==> src/rtl/risc_pkg.sv <==
// Shared instruction-format definitions: opcodes, field positions, loader FSM states
// and the combinational instruction encoder.
package risc_pkg;

  localparam int unsigned WORD_W  = 32;
  localparam int unsigned OPC_W   = 4;
  localparam int unsigned FCODE_W = 4;
  localparam int unsigned REG_W   = 5;
  localparam int unsigned IMM_W   = 19;
  localparam int unsigned LABEL_W = 24;

  localparam logic [OPC_W-1:0] OP_RTYPE = 4'h0;
  localparam logic [OPC_W-1:0] OP_ITYPE = 4'h1;
  localparam logic [OPC_W-1:0] OP_LDST  = 4'h2;
  localparam logic [OPC_W-1:0] OP_BREG  = 4'h3;
  localparam logic [OPC_W-1:0] OP_BR    = 4'h4;

  localparam int unsigned OPC_LSB    = 28;
  localparam int unsigned REG1_LSB   = 23;
  localparam int unsigned REG2_LSB   = 18;
  localparam int unsigned SHAMT_LSB  = 13;
  localparam int unsigned IMM_LSB    = 4;
  localparam int unsigned LS_IMM_LSB = 2;
  localparam int unsigned LS_IMM_W   = 16;
  localparam int unsigned LABEL_LSB  = 4;
  localparam int unsigned FCODE_LSB  = 0;

  typedef enum logic [1:0] {
    ST_IDLE  = 2'd0,
    ST_LOAD  = 2'd1,
    ST_DRAIN = 2'd2,
    ST_DONE  = 2'd3
  } state_e;

  typedef struct packed {
    logic [OPC_W-1:0]   opcode;
    logic [FCODE_W-1:0] fcode;
    logic [REG_W-1:0]   reg1;
    logic [REG_W-1:0]   reg2;
    logic [REG_W-1:0]   shamt;
    logic [IMM_W-1:0]   immediate;
    logic [LABEL_W-1:0] label;
  } instr_fields_t;

  function automatic logic op_valid(input logic [OPC_W-1:0] op);
    return (op == OP_RTYPE) || (op == OP_ITYPE) || (op == OP_LDST) ||
           (op == OP_BREG)  || (op == OP_BR);
  endfunction

  // Pack the source fields into a 32-bit word; unused bit positions stay zero.
  function automatic logic [WORD_W-1:0] encode_instr(input instr_fields_t f);
    logic [WORD_W-1:0] w;
    w = '0;
    w[OPC_LSB +: OPC_W] = f.opcode;
    case (f.opcode)
      OP_RTYPE: begin
        w[REG1_LSB +: REG_W]    = f.reg1;
        w[REG2_LSB +: REG_W]    = f.reg2;
        w[SHAMT_LSB +: REG_W]   = f.shamt;
        w[FCODE_LSB +: FCODE_W] = f.fcode;
      end
      OP_ITYPE: begin
        w[REG1_LSB +: REG_W]    = f.reg1;
        w[IMM_LSB +: IMM_W]     = f.immediate;
        w[FCODE_LSB +: FCODE_W] = f.fcode;
      end
      OP_LDST: begin
        w[REG1_LSB +: REG_W]      = f.reg1;
        w[REG2_LSB +: REG_W]      = f.reg2;
        w[LS_IMM_LSB +: LS_IMM_W] = f.immediate[LS_IMM_W-1:0];
        w[FCODE_LSB +: 2]         = f.fcode[1:0];
      end
      OP_BREG: begin
        w[REG1_LSB +: REG_W]    = f.reg1;
        w[IMM_LSB +: IMM_W]     = f.label[IMM_W-1:0];
        w[FCODE_LSB +: FCODE_W] = f.fcode;
      end
      OP_BR: begin
        w[LABEL_LSB +: LABEL_W] = f.label;
        w[FCODE_LSB +: FCODE_W] = f.fcode;
      end
      default: w = '0;
    endcase
    return w;
  endfunction

endpackage

==> src/rtl/instr_fifo.sv <==
// Synchronous FIFO for encoded instruction words; storage is cleared on reset so the
// head reads zero until the first push.
module instr_fifo #(
  parameter int unsigned WIDTH = 32,
  parameter int unsigned DEPTH = 4
) (
  input  logic             clk,
  input  logic             rst_n,
  input  logic             push,
  input  logic [WIDTH-1:0] wdata,
  input  logic             pop,
  output logic [WIDTH-1:0] rdata,
  output logic             full,
  output logic             empty
);

  localparam int unsigned AW = $clog2(DEPTH);
  localparam int unsigned PW = AW + 1;

  logic [WIDTH-1:0] mem [DEPTH];
  logic [PW-1:0]    wr_ptr;
  logic [PW-1:0]    rd_ptr;
  logic             do_push;
  logic             do_pop;

  assign empty   = (wr_ptr == rd_ptr);
  assign full    = (wr_ptr[AW] != rd_ptr[AW]) && (wr_ptr[AW-1:0] == rd_ptr[AW-1:0]);
  assign do_push = push && !full;
  assign do_pop  = pop && !empty;
  assign rdata   = mem[rd_ptr[AW-1:0]];

  always_ff @(posedge clk or negedge rst_n) begin
    if (!rst_n) begin
      wr_ptr <= '0;
      rd_ptr <= '0;
      for (int i = 0; i < int'(DEPTH); i++) mem[i] <= '0;
    end else begin
      if (do_push) begin
        mem[wr_ptr[AW-1:0]] <= wdata;
        wr_ptr              <= wr_ptr + PW'(1);
      end
      if (do_pop) rd_ptr <= rd_ptr + PW'(1);
    end
  end

endmodule

==> src/rtl/instr_encoder_loader.sv <==
// Accepts instruction fields, encodes them into 32-bit words, buffers them and writes
// them to instruction memory at consecutive addresses starting from base_addr.
module instr_encoder_loader
  import risc_pkg::*;
#(
  parameter int unsigned ADDR_W     = 10,
  parameter int unsigned FIFO_DEPTH = 4
) (
  input  logic              clk,
  input  logic              rst_n,
  input  logic              start,
  input  logic [ADDR_W-1:0] base_addr,
  input  logic              in_valid,
  output logic              in_ready,
  input  logic              in_last,
  input  logic [3:0]        opcode,
  input  logic [3:0]        fcode,
  input  logic [4:0]        reg1,
  input  logic [4:0]        reg2,
  input  logic [4:0]        shamt,
  input  logic [18:0]       immediate,
  input  logic [23:0]       label,
  output logic              mem_we,
  input  logic              mem_ready,
  output logic [ADDR_W-1:0] mem_addr,
  output logic [31:0]       mem_wdata,
  output logic              busy,
  output logic              done,
  output logic [7:0]        err_cnt,
  output logic              addr_wrap
);

  state_e            state_q, state_d;
  instr_fields_t     fields;
  logic [WORD_W-1:0] enc_word;
  logic [WORD_W-1:0] head;
  logic              fifo_full, fifo_empty;
  logic              accept, push, wr_done, sess_start;
  logic [ADDR_W-1:0] wptr;
  logic              busy_q, done_q;

  assign fields = '{opcode: opcode, fcode: fcode, reg1: reg1, reg2: reg2,
                    shamt: shamt, immediate: immediate, label: label};
  assign enc_word = encode_instr(fields);

  assign sess_start = (state_q == ST_IDLE) && start;
  assign in_ready   = (state_q == ST_LOAD) && !fifo_full;
  assign accept     = in_valid && in_ready;
  assign push       = accept && op_valid(opcode);
  assign mem_we     = !fifo_empty;
  assign wr_done    = mem_we && mem_ready;
  assign mem_addr   = wptr;
  assign mem_wdata  = head;
  assign busy       = busy_q;
  assign done       = done_q;

  instr_fifo #(
    .WIDTH (WORD_W),
    .DEPTH (FIFO_DEPTH)
  ) u_fifo (
    .clk   (clk),
    .rst_n (rst_n),
    .push  (push),
    .wdata (enc_word),
    .pop   (wr_done),
    .rdata (head),
    .full  (fifo_full),
    .empty (fifo_empty)
  );

  always_ff @(posedge clk or negedge rst_n) begin
    if (!rst_n) state_q <= ST_IDLE;
    else        state_q <= state_d;
  end

  // Session sequencing; drain ends once the buffer holds no pending write.
  always_comb begin
    state_d = state_q;
    case (state_q)
      ST_IDLE:  if (start) state_d = ST_LOAD;
      ST_LOAD:  if (accept && in_last) state_d = ST_DRAIN;
      ST_DRAIN: if (fifo_empty) state_d = ST_DONE;
      ST_DONE:  state_d = ST_IDLE;
      default:  state_d = ST_IDLE;
    endcase
  end

  always_ff @(posedge clk or negedge rst_n) begin
    if (!rst_n) begin
      busy_q <= 1'b0;
      done_q <= 1'b0;
    end else begin
      busy_q <= (state_d == ST_LOAD) || (state_d == ST_DRAIN);
      done_q <= (state_d == ST_DONE);
    end
  end

  // Write pointer advances per completed memory write and wraps to zero.
  always_ff @(posedge clk or negedge rst_n) begin
    if (!rst_n) begin
      wptr      <= '0;
      addr_wrap <= 1'b0;
    end else if (sess_start) begin
      wptr      <= base_addr;
      addr_wrap <= 1'b0;
    end else if (wr_done) begin
      wptr <= wptr + ADDR_W'(1);
      if (wptr == {ADDR_W{1'b1}}) addr_wrap <= 1'b1;
    end
  end

  always_ff @(posedge clk or negedge rst_n) begin
    if (!rst_n) begin
      err_cnt <= '0;
    end else if (sess_start) begin
      err_cnt <= '0;
    end else if (accept && !op_valid(opcode) && (err_cnt != 8'hFF)) begin
      err_cnt <= err_cnt + 8'd1;
    end
  end

endmodule

==> config.mk <==
export PLATFORM = sky130hd
export DESIGN_NAME = instr_encoder_loader
export DESIGN_NICKNAME = d
export VERILOG_FILES = /design/src/rtl/risc_pkg.sv /design/src/rtl/instr_fifo.sv /design/src/rtl/instr_encoder_loader.sv
export SDC_FILE = /design/constraint.sdc
export NUM_CORES = 1
export LEC_CHECK = 0
export ABC_AREA = 1
export CORE_UTILIZATION = 42
export CTS_BUF_LIST = sky130_fd_sc_hd__clkbuf_4
export DETAILED_ROUTE_END_ITERATION = 10
export GPL_TIMING_DRIVEN = 0
export PLACE_DENSITY = 0.67
export SKIP_CTS_REPAIR_TIMING = 1
export SYNTH_ARGS = -nofsm -noshare
export SYNTH_HDL_FRONTEND = slang
export SYNTH_HIERARCHICAL = 1
export SYNTH_SLANG_ARGS = --single-unit
==> constraint.sdc <==
create_clock -name clk -period 2.9 [get_ports clk]
set_input_delay 0.58 -clock clk [delete_from_list [all_inputs] [get_ports clk]]
set_output_delay 0.58 -clock clk [all_outputs]
set_load 0.02 [all_outputs]
# [After elaboration in Yosys (flattened, before gate mapping)]
# Cells that the tools add are included.
[word_totals] out_inout_bits=55 elab_cells=86 reg_bits=157 input_bits=82
[op_classes] magnitude_cmp=3 n_eq_ne=15 n_mux=21 bitwise_logic=2 addsub=4 n_reduce_logical=29
[op_table] cell="bitwise mux 128 bit" count=1
[op_table] cell="two-way mux 32 bit" count=3
[op_table] cell="one-hot mux 15 bit (5 select lines)" count=1
[op_table] cell="binary-select mux 32 bit (select 2 bit)" count=1
[op_table] cell="demux 32 bit (select 2 bit)" count=1
[op_table] cell="one-hot mux 9 bit (3 select lines)" count=1
[op_table] cell="two-way mux 10 bit" count=2
[op_table] cell="two-way mux 8 bit" count=2
[op_table] cell="logical AND 1 bit" count=12
[op_table] cell="adder 10 x 1 -> 10 bit, second input constant" count=1
[op_table] cell="equality test 10 bit, second input constant" count=1
[op_table] cell="adder 8 x 1 -> 8 bit, second input constant" count=1
[op_table] cell="equality test 2 bit, second input constant" count=4
[op_table] cell="equality test 4 x 2 -> 1 bit, second input constant" count=2
[op_table] cell="!= test 8 bit, second input constant" count=1
[op_table] cell="one-hot mux 2 bit (4 select lines)" count=1
[op_table] cell="one-hot mux 4 bit (2 select lines)" count=1
[op_table] cell="adder 3 x 1 -> 3 bit, second input constant" count=2
[op_table] cell="greater-or-equal comparator 3 bit, second input constant" count=2
[op_table] cell="two-way mux 2 bit" count=3
[op_table] cell="NOT 2 -> 3 bit" count=2
[op_table] cell="nonzero test 2 bit" count=3
[op_table] cell="logical OR 1 bit" count=5
[op_table] cell="OR reduction 5 bit" count=1
[op_table] cell="other kinds (15)" count=20

# [Depth between registers and ports, before layout]
# Gate-level depths: netlist of the first run.
[logic_depth] ltp_word=10 mapped_depth=16 depth_no_buf=12

# [Hierarchy]
# The synthesis of the first run kept the hierarchy.
[modules_own_cells] module="instr_fifo" n_inst=1 seq_area_each_um2=3353.2 area_each_um2=6538.8 cells_each=803
[modules_own_cells] module="instr_encoder_loader" n_inst=1 seq_area_each_um2=575.6 area_each_um2=1943.1 cells_each=311

# [Worst setup path before layout of the first run]
# OpenSTA, ideal clock, no wires.
[synth_timing] kind="reg-to-reg" start="register u_fifo.rd_ptr[1]" end="register u_fifo/mem[89] (netlist bit)" setup_time_ns=0.066 t_arrival_ns=2.383 path_slack_ns=0.450 stages_incl_launch_ff=17 path_cell_list="dfrtp_1 > inv_2 > nand2_1 > nand2_1 > nand3_2 > buf_6 > buf_8 > buf_6 > inv_1 > inv_1 > nand3_1 > nor3_1 > buf_2 > clkbuf_1 > clkbuf_1 > nand4_1 > nand2_1"
[synth_between] elab_chain_len=7
[synth_lines] element="start: declaration" line="instr_fifo.sv:22" rtl="logic [PW-1:0] rd_ptr;"
[synth_lines] element="start signal: assignment" line="instr_fifo.sv:42" rtl="if (do_pop) rd_ptr <= rd_ptr + PW'(1);"
[synth_lines] element="equality test 2 bit" line="instr_fifo.sv:27" rtl="assign full = (wr_ptr[AW] != rd_ptr[AW]) && (wr_ptr[AW-1:0] == rd_ptr[AW-1:0]);"
[synth_lines] element="logical AND 1 bit" line="instr_fifo.sv:27"
[synth_lines] element="named net fifo_full" line="instr_encoder_loader.sv:37" rtl="logic fifo_full, fifo_empty;"
[synth_lines] element="logical NOT 1 bit" line="instr_encoder_loader.sv:47" rtl="assign in_ready = (state_q == ST_LOAD) && !fifo_full;"
[synth_lines] element="logical AND 1 bit" line="instr_encoder_loader.sv:47"
[synth_lines] element="logical AND 1 bit" line="instr_encoder_loader.sv:48" rtl="assign accept = in_valid && in_ready;"
[synth_lines] element="logical AND 1 bit" line="instr_encoder_loader.sv:49" rtl="assign push = accept && op_valid(opcode);"
[synth_lines] element="named net push" line="instr_encoder_loader.sv:38" rtl="logic accept, push, wr_done, sess_start;"
[synth_lines] element="logical AND 1 bit" line="instr_fifo.sv:28" rtl="assign do_push = push && !full;"
[synth_lines] element="end signal: indexed assignment" line="instr_fifo.sv:39" rtl="mem[wr_ptr[AW-1:0]] <= wdata;"
[synth_lines] element="end: declaration" line="instr_fifo.sv:20" rtl="logic [WIDTH-1:0] mem [DEPTH];"
# The timed path passes the listed nets, and every way through them passes these cells.
# A chain may end at the register's enable or synchronous reset.

# [Worst setup path in the final report of the first run]
[layout_timing] start="register u_fifo.rd_ptr[0]" end="output port mem_wdata[0]"
[layout_between] elab_chain_len=4
[layout_lines] element="NOT 2 -> 3 bit (implied by the code)" line="instr_fifo.sv:30" rtl="assign rdata = mem[rd_ptr[AW-1:0]];"
[layout_lines] element="binary-select mux 32 bit (select 2 bit)" line="instr_fifo.sv:30"
[layout_lines] element="two-way mux 32 bit (implied by the code) (2 in series)" line="instr_fifo.sv:30"
[layout_lines] element="end: declaration" line="instr_encoder_loader.sv:26" rtl="output logic [31:0] mem_wdata,"
# No other way between the ends. The select of a mux whose other input is x is not followed.

==> flow_summary.json, run 1 <==
{
  "via_count": 8702,
  "async_flop_share": 1.00,
  "ys.flop_type": "dfrtp_1",
  "fin_crit_sh": 0.975,
  "cp-start-kind": "register",
  "worstPathArrival_ps": 2250,
  "avgSynthCellArea_um2": 7.61,
  "holdWs_ps": 474,
  "nNetsFinal": 1369,
  "use_met3": 0.0464,
  "numPortBuffers": 136,
  "powerDensity_nw_per_um2": 955,
  "clk_path_buf_depth": 2,
  "required_ps": 2320,
  "avgViaCountPerCell": 5.59,
  "fin_tns_setup_ps": 0,
  "ios": 137,
  "synth_cell_types": 37,
  "status": "complete, no violations",
  "cts_tree": "done",
  "crit_chain": "clkbuf_4, inv_1, buf_6, buf_6, o21ai_0, o22ai_1, buf_4",
  "syn_inst": 1114,
  "internal_power_mw": 5.40,
  "ant_nets": 0,
  "critPathBufInv": 5,
  "place_hpwl_um": 19600,
  "clkPwrFrac": 0.134,
  "worst_pin_slew_ps": 643,
  "core.rowCount": 51,
  "grt_pass1_vias": 8025,
  "core-area_um2": 19700,
  "firstDrtPassIters": 6,
  "grt_max_degree": 115,
  "drive_gt1_frac": 0.111,
  "cpPeakStageDelay_ps": 480,
  "place.gp.congestion": 0.868,
  "cts_max_level": 4,
  "numCtsBuffers": 17,
  "comb_power_share": 0.536,
  "grt-busiest-layer": "met2",
  "cpMostUsedCell": "buf_6",
  "crit_fanout": 10,
  "slew_viol_final": 0,
  "wl_um": 28200,
  "final_util": 0.541,
  "ys_seq_area_frac": 0.463,
  "power.switching_mw": 4.75,
  "leakage_nw": 5.50,
  "setup_viol": 0,
  "cts.sinks": 157,
  "yosysTopAreaCell": "dfrtp_1",
  "wire_per_inst_um": 18.1,
  "grtUsageTotal": 0.279,
  "fin_skew_ps": 18.3,
  "worstSetupEndpointType": "output pin",
  "dieHeight_um": 144,
  "antenna_found_initial": 1,
  "maxCapViolCount": 0,
  "area.growth.synth_to_final_pct": 25.3,
  "hold_violations": 0,
  "cp_slowest_cell": "dfrtp_2",
  "hp-class": "input pin to async pin",
  "synth_edf_count": 0,
  "yosysWarningCount": 6,
  "use_met1": 0.389,
  "synthTopCellsByArea": "dfrtp_1 46%, nand2_1 17%, nand4_1 10%",
  "die_w_um": 144,
  "cpLargestDelayFamily": "buffers and inverters",
  "nFillCells": 1962,
  "design.die.area_um2": 20800,
  "root_buffer": "clkbuf_4",
  "route.detailed.drc": 0,
  "yosysMostFrequentCell": "nand2_1",
  "grt_pass1_wl_um": 43900,
  "fmax_ghz": 0.354,
  "start_util": 0.432,
  "use_met2": 0.437,
  "ir_drop_mv": 0.543,
  "synth_top_area_frac": 0.463,
  "fin_crit_ps": 2830,
  "swShare": 0.468,
  "critPathKind": "register to output pin",
  "ys_ff_latch": 157,
  "synth_area_um2": 8480,
  "clk_pin_slew_ps": 140,
  "clk_latency_ps": 560,
  "gr-total-overflow": 0,
  "slew_headroom": 0.571,
  "drt_iter0_drc": 894,
  "synth_commonest_cells": "389 x nand2_1, 157 x dfrtp_1, 138 x nand4_1",
  "rsz0062_at_grt": "true",
  "seqPwrFrac": 0.330
}
==> area by class of cell <==
| class | count | area [um^2] | area share |
|---|---|---|---|
| Inverter | 51 | 194 | 0.0182 |
| Tap cell | 265 | 332 | 0.0312 |
| Buffer | 85 | 524 | 0.0493 |
| Clock inverter | 11 | 126 | 0.0119 |
| Antenna cell | 1 | 2.50 | 0.000235 |
| Multi-Input combinational cell | 824 | 3960 | 0.373 |
| Timing Repair Buffer | 143 | 1410 | 0.133 |
| Clock buffer | 19 | 143 | 0.0134 |
| Sequential cell | 157 | 3930 | 0.370 |
==> stage by stage <==
stage	setup slack, ps	std cells	power, mW	cell area (um^2)
floorplan	450	1117	6.51	8490
global placement	-5460	1518	8.68	10200
detailed placement	-472	1519	8.74	10200
CTS	-865	1549	10.1	10500
global route	-84.3	1556	10.8	10600
finish	72.4	1556	10.1	10600
==> state kept, by name, indices dropped and copies added (netlist names) <==
name	flops
mem_addr	10
addr_wrap	1
u_fifo/wr_ptr	3
u_fifo/rd_ptr	3
done	1
busy	1
u_fifo/mem	128
err_cnt	8
state_q	2
==> worst reg2reg max path, delay by kind of cell (launching register included) <==
kind | cells | cell delay (ps)
buffers and inverters | 8 | 1360
and+or+nand+nor | 7 | 820
DFF | 1 | 470
==> power by group through the flow <==
stage | Sequential (mW) | Clock (mW) | Combinational [mW]
3_5_place_dp | 3.37 | 0 | 5.37
5_1_grt | 3.43 | 1.47 | 5.90
3_3_place_gp | 3.36 | 0 | 5.31
2_1_floorplan | 3.38 | 0 | 3.13
6_report | 3.35 | 1.36 | 5.44
4_1_cts | 3.33 | 1.38 | 5.39
==> cells by family (layout without fill, tap and decap cells) <==
family | Yosys count | after routing | share of synthesized area
adders and majority gates | 8 | 8 | 0.0118
xor gates and xnor gates | 2 | 2 | 0.00207
other | 1 | 5 | 0.000442
and+or+nand+nor | 682 | 682 | 0.360
AOI/OAI and AO/OA | 128 | 128 | 0.0888
buffers and inverters | 136 | 309 | 0.0738
DFF | 157 | 157 | 0.463
==> layer usage <==
layer / up-vias / part of all wire
met1: 4166 / 0.44
met2: 390 / 0.46
li1: 4104 / -
met3: 42 / 0.086
met5: - / 0
met4: 0 / 0.018
==> cells in the final DEF (no fill, tap or decap), types with 21 or more instances in the layout <==
cell type / netlist / final
nand3_1: 37 / 35
nand4_1: 138 / 138
clkbuf_1: 43 / 21
inv_1: 46 / 45
o21ai_0: 71 / 71
dfrtp_1: 157 / 154
nor2_1: 94 / 94
buf_2: 29 / 26
clkdlybuf4s50_1: 0 / 101
o22ai_1: 34 / 32
clkbuf_4: 0 / 28
nand2_1: 389 / 389
==> path summary, 6_finish.rpt <==
| check | cells past startpoint | end | start | slack [ps] |
|---|---|---|---|---|
| worst min-delay path | 2 | err_cnt[6] | rst_n | 470 |
| worst max-delay path | 7 | mem_wdata[0] | u_fifo/rd_ptr[0] | 70 |
| worst min register to register | 2 | u_fifo/mem[41] | u_fifo/mem[41] | 480 |
| max in group asynchronous | 3 | u_fifo/wr_ptr[1] | rst_n | 1490 |
| min in group clk | 2 | u_fifo/mem[41] | u_fifo/mem[41] | 480 |
| worst max register to register | 15 | u_fifo/mem[4] | u_fifo/rd_ptr[1] | 190 |
(Power assumes the default switching activity.)
==> run 2, diff against run 1 <==
clock period = 3.45 ns   (was 2.9 ns; I/O delays follow)
==> run 2 against run 1 <==
Net effect: the run now ends with setup timing left; sequential share of layout area is essentially flat; highest routed layer unchanged; core utilization is essentially flat; first-iteration DRC count grew 11%; largest cell class unchanged.
==> flow_summary.json, run 2 (synthesis results as in run 1) <==
{
  "drt_iter0_drc": 991,
  "fin_crit_ps": 3510,
  "cp-start-kind": "register",
  "grt_pass1_wl_um": 43900,
  "rsz0062_at_grt": "true",
  "grt_max_degree": 115,
  "comb_power_share": 0.537,
  "topRoutingLayerUsed": "met4",
  "slew_headroom": 0.552,
  "wl_um": 28100,
  "fmax_ghz": 0.285,
  "powerDensity_nw_per_um2": 803,
  "seqPwrFrac": 0.329,
  "ff2ff_path_depth": 16,
  "start_util": 0.432,
  "fin_ws_ps": -60.4,
  "worst_pin_slew_ps": 672,
  "via_count": 8710,
  "grtUsageTotal": 0.279,
  "reg2reg_to": "u_fifo/mem[81]",
  "power.switching_mw": 3.96,
  "cts.sinks": 157,
  "route.detailed.drc": 0,
  "clkPwrFrac": 0.134,
  "slew_viol_final": 0,
  "clk_latency_ps": 570,
  "wire_per_inst_um": 18.1,
  "dp_slack_ps": 77.7,
  "worstSetupEndpointType": "output pin",
  "whs_endpoint": "u_fifo/mem[82]",
  "drive_gt1_frac": 0.0823,
  "holdCritStartpoint": "u_fifo/mem[82]",
  "final_cell_mix": "389 x nand2_1, 156 x dfrtp_1, 138 x nand4_1",
  "hp-class": "register to register",
  "dieHeight_um": 144,
  "hold_violations": 0,
  "numPortBuffers": 136,
  "avgViaCountPerCell": 5.60,
  "swShare": 0.465,
  "fin_skew_ps": 21.9,
  "wl_met3_um": 2330,
  "numCtsBuffers": 17,
  "root_buffer": "clkbuf_4",
  "violations": "setup timing",
  "layout_commonest_cell": "nand2_1",
  "reg2reg_from": "u_fifo/wr_ptr[1]",
  "ir_drop_mv": 0.478,
  "largest_reg_flops": 128,
  "firstDrtPassIters": 7,
  "core-area_um2": 19700,
  "drt-met1-wl_um": 12300,
  "area.growth.synth_to_final_pct": 25.2,
  "nNetsFinal": 1367,
  "cts_tree": "done",
  "internal_power_mw": 4.56,
  "ant_nets": 0,
  "fin_tns_setup_ps": -117,
  "r2r_slack_ps": 290,
  "grt_pass1_vias": 8025,
  "setup_viol": 5,
  "holdPathStages": 2,
  "holdWs_ps": 479,
  "fin_crit_sh": 1.02,
  "core.rowCount": 51,
  "place.gp.congestion": 0.868,
  "leakage_nw": 5.56,
  "clk_pin_slew_ps": 130,
  "wl_met2_um": 13000,
  "ios": 137,
  "regMostFlops": "u_fifo/mem",
  "crit_fanout": 10,
  "maxCapViolCount": 0,
  "place_hpwl_um": 19600,
  "antenna_found_initial": 1,
  "worstPathArrival_ps": 2820,
  "gr-total-overflow": 0,
  "clk_path_buf_depth": 2,
  "required_ps": 2760,
  "die_w_um": 144,
  "status": "finished, violations left",
  "design.die.area_um2": 20800,
  "cts_max_level": 4,
  "final_util": 0.540,
  "critPathKind": "register to output pin"
}
[run 2: power by group through the flow]
stage | logic (mW) | registers (mW) | clock network, mW
floorplan | 2.63 | 2.84 | 0
global placement | 4.47 | 2.83 | 0
detailed placement | 4.51 | 2.83 | 0
CTS | 4.53 | 2.80 | 1.16
global route | 4.95 | 2.88 | 1.24
finish | 4.58 | 2.81 | 1.14
[run 2: critical path, cell delays in order (launching register included)]
cell and delay, ps:
dfrtp_1 490, buf_2 230, inv_1 80, buf_2 250, clkbuf_4 280, o21ai_0 90
o22ai_1 190, clkdlybuf4s50_1 650
[run 2: final cells by class]
cell class                 count  area (um^2)
multi-input combinational    824         3950
tap                          265          332
timing repair buffer         141         1490
sequential                   157         3930
buffer                        85          459
antenna                        1         2.50
clock inverter                11          126
clock buffer                  19          143
inverter                      51          191
fill                        1965         9030
[run 2: worst max-delay path by stage]
stage	cells after the start	endpoint	slack [ps]	start
floorplan	16	u_fifo/mem[89]	1000	u_fifo/rd_ptr[1]
global route	7	mem_wdata[15]	-180	u_fifo/rd_ptr[0]
detailed placement	16	u_fifo/mem[67]	80	u_fifo/rd_ptr[1]
CTS	7	mem_wdata[0]	-420	u_fifo/rd_ptr[0]
finish	7	mem_wdata[15]	-60	u_fifo/rd_ptr[0]
global placement	1	u_fifo/mem[75]	-5020	rst_n
[run 2: metal layers]
layer / GRT usage / up-vias
met5: 0 / -
met1: 0.389 / 4192
li1: - / 4100
met2: 0.437 / 385
met3: 0.0464 / 33
met4: 0.0963 / 0
[run 2: stage by stage]
stage / total power [mW] / area, um^2 / cells
floorplan: 5.48 / 8490 / 1117
global placement: 7.29 / 10200 / 1518
detailed placement: 7.35 / 10200 / 1519
CTS: 8.49 / 10500 / 1549
global route: 9.07 / 10600 / 1554
finish: 8.53 / 10600 / 1554
